===== config.mk =====
export PLATFORM = sky130hd
export DESIGN_NAME = alu_execute_stage
export DESIGN_NICKNAME = d
export VERILOG_FILES = /design/src/rtl/alu_pkg.sv /design/src/rtl/arithmetic_logic_unit.sv /design/src/rtl/nzcv_status_reg.sv /design/src/rtl/alu_execute_stage.sv
export SDC_FILE = /design/constraint.sdc
export NUM_CORES = 1
export LEC_CHECK = 0
export BUFFER_PORTS_ARGS = -buffer_cell sky130_fd_sc_hd__buf_2
export CAP_MARGIN = 20
export CORE_MARGIN = 2
export CORE_UTILIZATION = 55
export CTS_CLUSTER_DIAMETER = 150
export DETAILED_ROUTE_END_ITERATION = 6
export GPL_ROUTABILITY_DRIVEN = 0
export PLACE_DENSITY = 0.85
export SLEW_MARGIN = 10
export SYNTH_ARGS = -nofsm -noshare
export SYNTH_HDL_FRONTEND = slang
export SYNTH_SLANG_ARGS = --single-unit

===== constraint.sdc =====
create_clock -name clk -period 9.13 [get_ports clk]
set_input_delay 0.4565 -clock clk [delete_from_list [all_inputs] [get_ports clk]]
set_output_delay 0.4565 -clock clk [all_outputs]
set_load 0.02 [all_outputs]

===== src/rtl/alu_pkg.sv =====
// Shared op codes, flag bit positions and op classification helpers for the
// ALU execute stage.
package alu_pkg;

   typedef enum logic [3:0] {
      OP_OR  = 4'd0,
      OP_XOR = 4'd1,
      OP_AND = 4'd2,
      OP_ROR = 4'd3,
      OP_SHR = 4'd4,
      OP_SHL = 4'd5,
      OP_ADD = 4'd8,
      OP_SUB = 4'd9,
      OP_ASR = 4'd10
   } alu_op_t;

   localparam int FLAG_N = 3;
   localparam int FLAG_Z = 2;
   localparam int FLAG_C = 1;
   localparam int FLAG_V = 0;

   function automatic logic is_legal_op(input logic [3:0] op);
      logic legal;
      case (op)
         OP_OR, OP_XOR, OP_AND, OP_ROR, OP_SHR, OP_SHL,
         OP_ADD, OP_SUB, OP_ASR: legal = 1'b1;
         default:                legal = 1'b0;
      endcase
      return legal;
   endfunction

   // Arithmetic ops are the only ones allowed to overwrite C and V in the status register
   function automatic logic is_arith_op(input logic [3:0] op);
      logic arith;
      case (op)
         OP_ADD, OP_SUB, OP_ASR: arith = 1'b1;
         default:                arith = 1'b0;
      endcase
      return arith;
   endfunction

endpackage


===== src/rtl/arithmetic_logic_unit.sv =====
// Combinational ALU: logic ops, shifts/rotate by operand b, add/sub with
// carry and signed overflow. WIDTH is expected to be a power of two.
module arithmetic_logic_unit
   import alu_pkg::*;
#(
   parameter int WIDTH = 8
) (
   input  logic [WIDTH-1:0] a,
   input  logic [WIDTH-1:0] b,
   input  logic [3:0]       op,
   output logic [WIDTH-1:0] result,
   output logic             negative,
   output logic             zero,
   output logic             carry_out,
   output logic             overflow
);

   localparam int SW = $clog2(WIDTH);

   logic [WIDTH:0]          add_wide;
   logic [WIDTH:0]          sub_wide;
   logic [2*WIDTH-1:0]      ror_wide;
   logic signed [WIDTH:0]   asr_wide;
   logic [SW-1:0]           rot_amt;

   assign rot_amt  = b[SW-1:0];
   assign add_wide = {1'b0, a} + {1'b0, b};
   // Subtract as a + ~b + 1 so the carry reads as "no borrow" (a >= b unsigned)
   assign sub_wide = {1'b0, a} + {1'b0, ~b} + {{WIDTH{1'b0}}, 1'b1};
   assign ror_wide = {a, a} >> rot_amt;
   // An extra guard bit below the LSB captures the last bit shifted out
   assign asr_wide = $signed({a, 1'b0}) >>> b;

   always_comb begin
      result    = '0;
      carry_out = 1'b0;
      overflow  = 1'b0;
      case (op)
         OP_OR:  result = a | b;
         OP_XOR: result = a ^ b;
         OP_AND: result = a & b;
         OP_ROR: result = ror_wide[WIDTH-1:0];
         OP_SHR: result = a >> b;
         OP_SHL: result = a << b;
         OP_ADD: begin
            result    = add_wide[WIDTH-1:0];
            carry_out = add_wide[WIDTH];
            overflow  = (a[WIDTH-1] == b[WIDTH-1]) && (add_wide[WIDTH-1] != a[WIDTH-1]);
         end
         OP_SUB: begin
            result    = sub_wide[WIDTH-1:0];
            carry_out = sub_wide[WIDTH];
            overflow  = (a[WIDTH-1] != b[WIDTH-1]) && (sub_wide[WIDTH-1] != a[WIDTH-1]);
         end
         OP_ASR: begin
            result    = asr_wide[WIDTH:1];
            carry_out = asr_wide[0];
         end
         default: result = '0;
      endcase
   end

   assign negative = result[WIDTH-1];
   assign zero     = (result == '0);

endmodule


===== src/rtl/nzcv_status_reg.sv =====
// Architectural NZCV register; N/Z always follow the retiring result, C/V only
// change for arithmetic ops.
module nzcv_status_reg
   import alu_pkg::*;
(
   input  logic       clk,
   input  logic       rst,
   input  logic       update,
   input  logic       arith,
   input  logic       n,
   input  logic       z,
   input  logic       c,
   input  logic       v,
   output logic [3:0] nzcv
);

   always_ff @(posedge clk) begin
      if (rst) begin
         nzcv <= '0;
      end else if (update) begin
         nzcv[FLAG_N] <= n;
         nzcv[FLAG_Z] <= z;
         if (arith) begin
            nzcv[FLAG_C] <= c;
            nzcv[FLAG_V] <= v;
         end
      end
   end

endmodule


===== src/rtl/alu_execute_stage.sv =====
// Two-stage execute pipeline around arithmetic_logic_unit: S1 holds the issued
// operands, S2 holds the captured result/flags presented on the out_* handshake.
module alu_execute_stage
   import alu_pkg::*;
#(
   parameter int WIDTH = 8
) (
   input  logic             clk,
   input  logic             rst,
   input  logic             in_valid,
   output logic             in_ready,
   input  logic [3:0]       in_op,
   input  logic [WIDTH-1:0] in_a,
   input  logic [WIDTH-1:0] in_b,
   input  logic             in_set_flags,
   output logic             out_valid,
   input  logic             out_ready,
   output logic [WIDTH-1:0] out_result,
   output logic [3:0]       out_flags,
   output logic             out_illegal,
   output logic [3:0]       status_nzcv
);

   logic             s1_valid;
   logic [3:0]       s1_op;
   logic [WIDTH-1:0] s1_a;
   logic [WIDTH-1:0] s1_b;
   logic             s1_set_flags;
   logic             s2_valid;

   logic             adv2;
   logic             s1_move;
   logic             in_fire;
   logic             s1_legal;

   logic [WIDTH-1:0] alu_result;
   logic             alu_n;
   logic             alu_z;
   logic             alu_c;
   logic             alu_v;

   // S2 can take a new op when empty or when its current op leaves this cycle
   assign adv2      = !s2_valid || out_ready;
   assign s1_move   = s1_valid && adv2;
   assign in_ready  = !s1_valid || adv2;
   assign in_fire   = in_valid && in_ready;
   assign s1_legal  = is_legal_op(s1_op);
   assign out_valid = s2_valid;

   always_ff @(posedge clk) begin
      if (rst) begin
         s1_valid <= 1'b0;
      end else begin
         if (in_fire) begin
            s1_valid     <= 1'b1;
            s1_op        <= in_op;
            s1_a         <= in_a;
            s1_b         <= in_b;
            s1_set_flags <= in_set_flags;
         end else if (s1_move) begin
            s1_valid <= 1'b0;
         end
      end
   end

   arithmetic_logic_unit #(
      .WIDTH (WIDTH)
   ) u_alu (
      .a         (s1_a),
      .b         (s1_b),
      .op        (s1_op),
      .result    (alu_result),
      .negative  (alu_n),
      .zero      (alu_z),
      .carry_out (alu_c),
      .overflow  (alu_v)
   );

   // Illegal ops retire with a zeroed result and flags so consumers never see ALU junk
   always_ff @(posedge clk) begin
      if (rst) begin
         s2_valid    <= 1'b0;
         out_result  <= '0;
         out_flags   <= '0;
         out_illegal <= 1'b0;
      end else if (s1_move) begin
         s2_valid    <= 1'b1;
         out_illegal <= !s1_legal;
         if (s1_legal) begin
            out_result <= alu_result;
            out_flags  <= {alu_n, alu_z, alu_c, alu_v};
         end else begin
            out_result <= '0;
            out_flags  <= '0;
         end
      end else if (out_ready) begin
         s2_valid <= 1'b0;
      end
   end

   nzcv_status_reg u_status (
      .clk    (clk),
      .rst    (rst),
      .update (s1_move && s1_legal && s1_set_flags),
      .arith  (is_arith_op(s1_op)),
      .n      (alu_n),
      .z      (alu_z),
      .c      (alu_c),
      .v      (alu_v),
      .nzcv   (status_nzcv)
   );

endmodule


-- Word-level counts from Yosys, hierarchy flattened
Memory sizes are Yosys's and may differ from the RTL's. A register that Yosys moved wholly into a read port is not among the register bits.
Index checks and enable logic that the tools add are counted.
- add/subtract/negate cells: 3
- eq/ne operators: 12
- shift operators: 4
- muxes and demuxes: 11
- bitwise operators: 5
- reductions and logical operators: 18
- operators by type and width (cell ; number):
    $pmux 8 s9 ; 1
    $add 8x8->9 ; 2
    $shr 16x3->8 ; 1
    $eq 4x4->1 const B ; 3
    $add 9x1->9 const B ; 1
    $sshr 9x8->9 ; 1
    $and 8x8->8 ; 1
    $eq 4x2->1 const B ; 2
    $eq 4x3->1 const B ; 2
    $logic_not 8->1 ; 1
    $mux 4 ; 2
    $mux 8 ; 1
    $not 8->8 ; 1
    $or 8x8->8 ; 1
    $shl 8x8->8 ; 1
    $shr 8x8->8 ; 1
    $xor 8x8->8 ; 1
    $logic_and 1x1->1 ; 6
    $mux 1 ; 5
    $eq 4x1->1 const B ; 1
    $logic_not 4->1 ; 1
    $reduce_and 2->1 ; 2
    $reduce_bool 2->1 ; 2
    $logic_not 1->1 ; 3
    7 further kinds ; 10
- register bits after elaboration: 40
- bits in read-only memories: 16
- bits of input ports: 25
- output and inout bits: 19
- word-level logic and storage cells: 65
- memories: 1
- memory list (memory ; depth ; width ; rd ports ; clocked after Yosys merged registers in ; write ports ; RTL line ; RTL):
    (name not given) ; 16 ; 1 ; 1 ; 1 ; 0 ; alu_pkg.sv:24 ; case (op)

-- Longest topological paths before layout
- depth after elaboration: 7
- depth in mapped cells: 12
- depth with buffers taken out: 11

-- By module
From an unflattened synthesis, not the netlist that was laid out.
- cells, all modules: 454
- area total of the unflattened synthesis: 3956.3 sq um
- by module, submodules not included (module ; times used ; cells each ; area each (sq um) ; seq. area each (sq um)):
    arithmetic_logic_unit ; 1 ; 337 ; 2448.6 ; 0.0
    alu_execute_stage ; 1 ; 102 ; 1348.8 ; 950.9
    nzcv_status_reg ; 1 ; 15 ; 158.9 ; 80.1

-- Worst setup path after synthesis
OpenSTA, ideal clock, no wires.
- path type: reg-to-reg
- start: reg s1_b[1]
- end: reg u_status.nzcv[2]
- setup time: 0.084 ns
- arrival time: 3.358 ns
- data required time: 9.046 ns
- slack: 5.688 ns
- stages on the path, launching flop included: 13
- buffers on the path: 2
- clock period less this slack: 3.442 ns
- path through: edfxtp_1 buf_2 buf_4 inv_1 ha_1 a21o_1 a2111oi_0 o32ai_1 xor2_1 a2111oi_0 inv_1 or4_4 o31ai_2
- cells in the longest elaborated chain, start to end: 5
- elaborated cells between the ends (all ways): 13
- those cells by class: add/sub: 3; shift: 4; mux: 1; bitwise: 4; reduce/logical: 1
- RTL lines (what ; RTL line ; RTL):
    from (decl) ; alu_execute_stage.sv:27 ; logic [WIDTH-1:0] s1_b;
    from (signal assigned) ; alu_execute_stage.sv:58 ; s1_b <= in_b;
    $not 8->8 ; arithmetic_logic_unit.sv:29 ; assign sub_wide = {1'b0, a} + {1'b0, ~b} + {{WIDTH{1'b0}}, 1'b1};
    $add 8x8->9 ; arithmetic_logic_unit.sv:29 ;
    $add 9x1->9 ; arithmetic_logic_unit.sv:29 ;
    $pmux 8 s9 * ; arithmetic_logic_unit.sv:38 ; case (op)
    $logic_not 8->1 * ; arithmetic_logic_unit.sv:64 ; assign zero = (result == '0);
    to (signal, indexed assignment) ; nzcv_status_reg.sv:21 ; nzcv[FLAG_N] <= n;
    to (signal, indexed assignment) ; nzcv_status_reg.sv:22 ; nzcv[FLAG_Z] <= z;
    to (signal, indexed assignment) ; nzcv_status_reg.sv:25 ; nzcv[FLAG_V] <= v;
    to (decl) ; nzcv_status_reg.sv:14 ; output logic [3:0] nzcv
Mark *: on every way between the ends. The rest lies on a longest branch, timed or not.
A chain may end at the register's enable or synchronous reset.

-- Worst setup path after layout
- start: reg s1_b[2]
- end: reg u_status.nzcv[2]
The elaborated chain is that of the path after synthesis.

==> flow_metrics.tcl <==
set metrics [dict create \
    fp-row-count 30 \
    cp.arrival_ns 4.53 \
    io_buffers 43 \
    p_leak_uw 0.00162 \
    fin_crit_ns 4.31 \
    path_cells "inv_1, ha_1, and3_1, a2111oi_0, o32ai_1, xor2_1, a2111oi_0, inv_1, or4_4, o31ai_2" \
    grt_start_max_net_pins 41 \
    antenna_found_initial 0 \
    worstSkewPairLatency_ns 0.31 \
    cts_setup_buffers 0 \
    diodes 0 \
    synth_nets 493 \
    clkTransAtPathRegs_ns 0.09 \
    hold_viol 0 \
    finalNetCount 514 \
    first_iter_violations 730 \
    setup_viol 0 \
    synthTopCellsByArea "edfxtp_1 17%, dfxtp_1 10%, ha_1 9.2%" \
    critPathLaunchType "flip-flop" \
    grt_pass1_vias 3455 \
    cp-end-kind "flip-flop" \
    met1_usage_pct 37.5 \
    ys_ff_latch 40 \
    final_core_util_pct 60.5 \
    routedWlPerCell_um 19.9 \
    yosysSeqAreaShare_pct 26.7 \
    hold_ws_ns 0.318 \
    first_pass_iters 6 \
    register_area_sq_um 1010 \
    syn_avg_cell_area_sq_um 8.65 \
    globalRouteOverflowTotal 0 \
    tns_ns 0 \
    drt_wl_total_um 10800 \
    synth_top_area_share_pct 16.6 \
    core_area_sq_um 6720 \
    cts_buffer_depth 2 \
    power_density_nw_per_um2 108 \
    die_w_um 87.0 \
    start_util_pct 56.4 \
    place_hpwl_um 7690 \
    vias_per_cell 6.97 \
    max_slew_margin_pct 30.0 \
    ir_worst_vdd_mv 0.0612 \
    layoutNonFillerInstCount 540 \
    postCtsHoldBufs 0 \
    grt_pass1_wl_um 17000 \
    status "complete, no violations" \
    crit_path_top_delay_cell "edfxtp_1" \
    num_io_pins 44 \
    htreeDepth 2 \
    fill_cells 579 \
    synth_top_area_cell "edfxtp_1" \
    area_delta_synth_final_pct 7.30 \
    min_path_type "input pin to flip-flop" \
    synth_cell_types 76 \
    post-route-period-util_pct 47.2 \
    die_area_sq_um 7570 \
    slew_violations 0 \
    drc 0 \
    top_usage_layer "met2" \
    max_cap_viol_count 0 \
    cts_tree "done" \
    gr-usage-met2_pct 44.0 \
    grt.total_usage_pct 28.6 \
    tightest_slew_ns 1.05 \
    synthTopCellsByCount "35 x nor2_1, 28 x a21oi_1, 28 x ha_1" \
    grt_use_met3_pct 6.82 \
    yosysMostFrequentCell "nor2_1" \
    final_antenna_net_count 0 \
    syn_inst 438 \
    worst_clock_skew_ns 0.0101 \
    clock-root-buffer "clkbuf_8" \
    cts_buffers 5 \
    synth_edf_count 21 \
    rsz0062_at_grt "false" \
    layout-drive-gt1-share_pct 17.2 \
    crit_path_max_incr_delay_ns 0.97 \
    async_flop_share_pct 0 \
    synth_area_sq_um 3790 \
    fin_area_sq_um 4070 \
    fmax_ghz 0.232 \
    dp_cells 532 \
    postPlaceCellArea_sq_um 3980 \
    yosysWarnings 0 \
    cp.required_ns 9.35 \
    multi_input_area_sq_um 2530 \
    crit_fanout 32 \
    path_class "flip-flop to flip-flop" \
    vias 3762 \
    die_h_um 87.0 \
    ctsResizeCount 0 \
    cts.sinks 40 \
    synth_ff_type "edfxtp_1" \
]
## final timing paths
path                                                     from                             to  slack, ns  cells past startpoint
worst min-delay path                                  in_a[7]              s1_a[7]$_DFFE_PP_       0.32                      1
worst max-delay path                        s1_b[2]$_DFFE_PP_  u_status.nzcv[2]$_SDFFE_PP0P_       4.82                     10
worst max register to register              s1_b[2]$_DFFE_PP_  u_status.nzcv[2]$_SDFFE_PP0P_       4.82                     10
worst min register to register  u_status.nzcv[0]$_SDFFE_PP0P_  u_status.nzcv[0]$_SDFFE_PP0P_       0.46                      2
## worst max-delay path, delay by kind of cell, from the launching register on
family                   cells  cell delay (ns)
XOR/XNOR                     1             0.16
AO/OA/AOI/OAI                4             1.38
buffers and inverters        2             0.46
adder cells (fa/ha/maj)      1             0.47
AND/OR/NAND/NOR              2             0.78
flip-flops                   1             0.97
## sequential cells by signal (all words and copies together), names as in the netlist
name,flops
out_result,8
s1_a,8
s1_b,8
s1_op,4
u_status.nzcv,4
out_flags,3
out_illegal,1
out_valid,1
s1_legal,1
s1_set_flags,1
s1_valid,1
## cells by family (layout without fill, tap and decap cells)
| group | after synthesis | after routing | share of synthesized area, % |
|---|---|---|---|
| xor+xnor | 7 | 7 | 1.62 |
| buf+inv | 59 | 81 | 6.60 |
| simple gates | 149 | 149 | 21.5 |
| flops | 40 | 40 | 26.7 |
| fa+ha+maj | 30 | 30 | 10.3 |
| mux | 26 | 26 | 9.61 |
| compound gates | 127 | 127 | 23.7 |
## cell type report
type / count / area share, %
clock buffers: 5 / 1.69
multi-input cells: 339 / 62.2
repair buffers: 46 / 5.85
inverters: 27 / 2.49
clock inverters: 3 / 0.462
well taps: 80 / 2.46
flip-flops and latches: 40 / 24.9
## metal layers
layer	up-vias	part of all wire (%)	wire length [um]
met3	79	11	1140
met5	-	0	0
met4	0	4.8	521
li1	1698	-	-
met2	261	45	4830
met1	1724	40	4260
## layout by cell type (no fill, tap or decap), drive strengths merged, types with 4 or more instances in the layout
cell type	synthesis	final
a2111oi	6	6
a211oi	5	5
a21oi	29	29
a22o	4	4
a22oi	8	8
a31oi	7	7
and2	4	4
and3	4	4
buf	10	46
clkbuf	22	5
dfxtp	19	19
edfxtp	21	21
ha	28	28
inv	27	27
mux2i	15	15
mux4	8	8
nand2	20	20
nand2b	9	9
nand3	11	11
nand3b	4	4
nor2	35	35
nor2b	11	11
nor3	19	19
nor4	5	5
o21ai	20	20
o22ai	4	4
o31ai	6	6
or3	7	7
xnor2	5	5
## per-stage QoR
step           total power, uW  setup WS [ns]
2_1_floorplan              286           5.69
3_3_place_gp               310           4.99
3_5_place_dp               314           4.94
4_1_cts                    433           4.91
5_1_grt                    452           4.64
6_report                   438           4.82
## report_power, final
part           total (uW)  internal [uW]  leakage [uW]  switching [uW]
Sequential            213            197      0.000351            16.1
Combinational         101           42.1       0.00122            59.2
Clock                 124           53.4     0.0000479            70.9
Total                 438            292       0.00162             146
(Power assumes the default switching activity.)
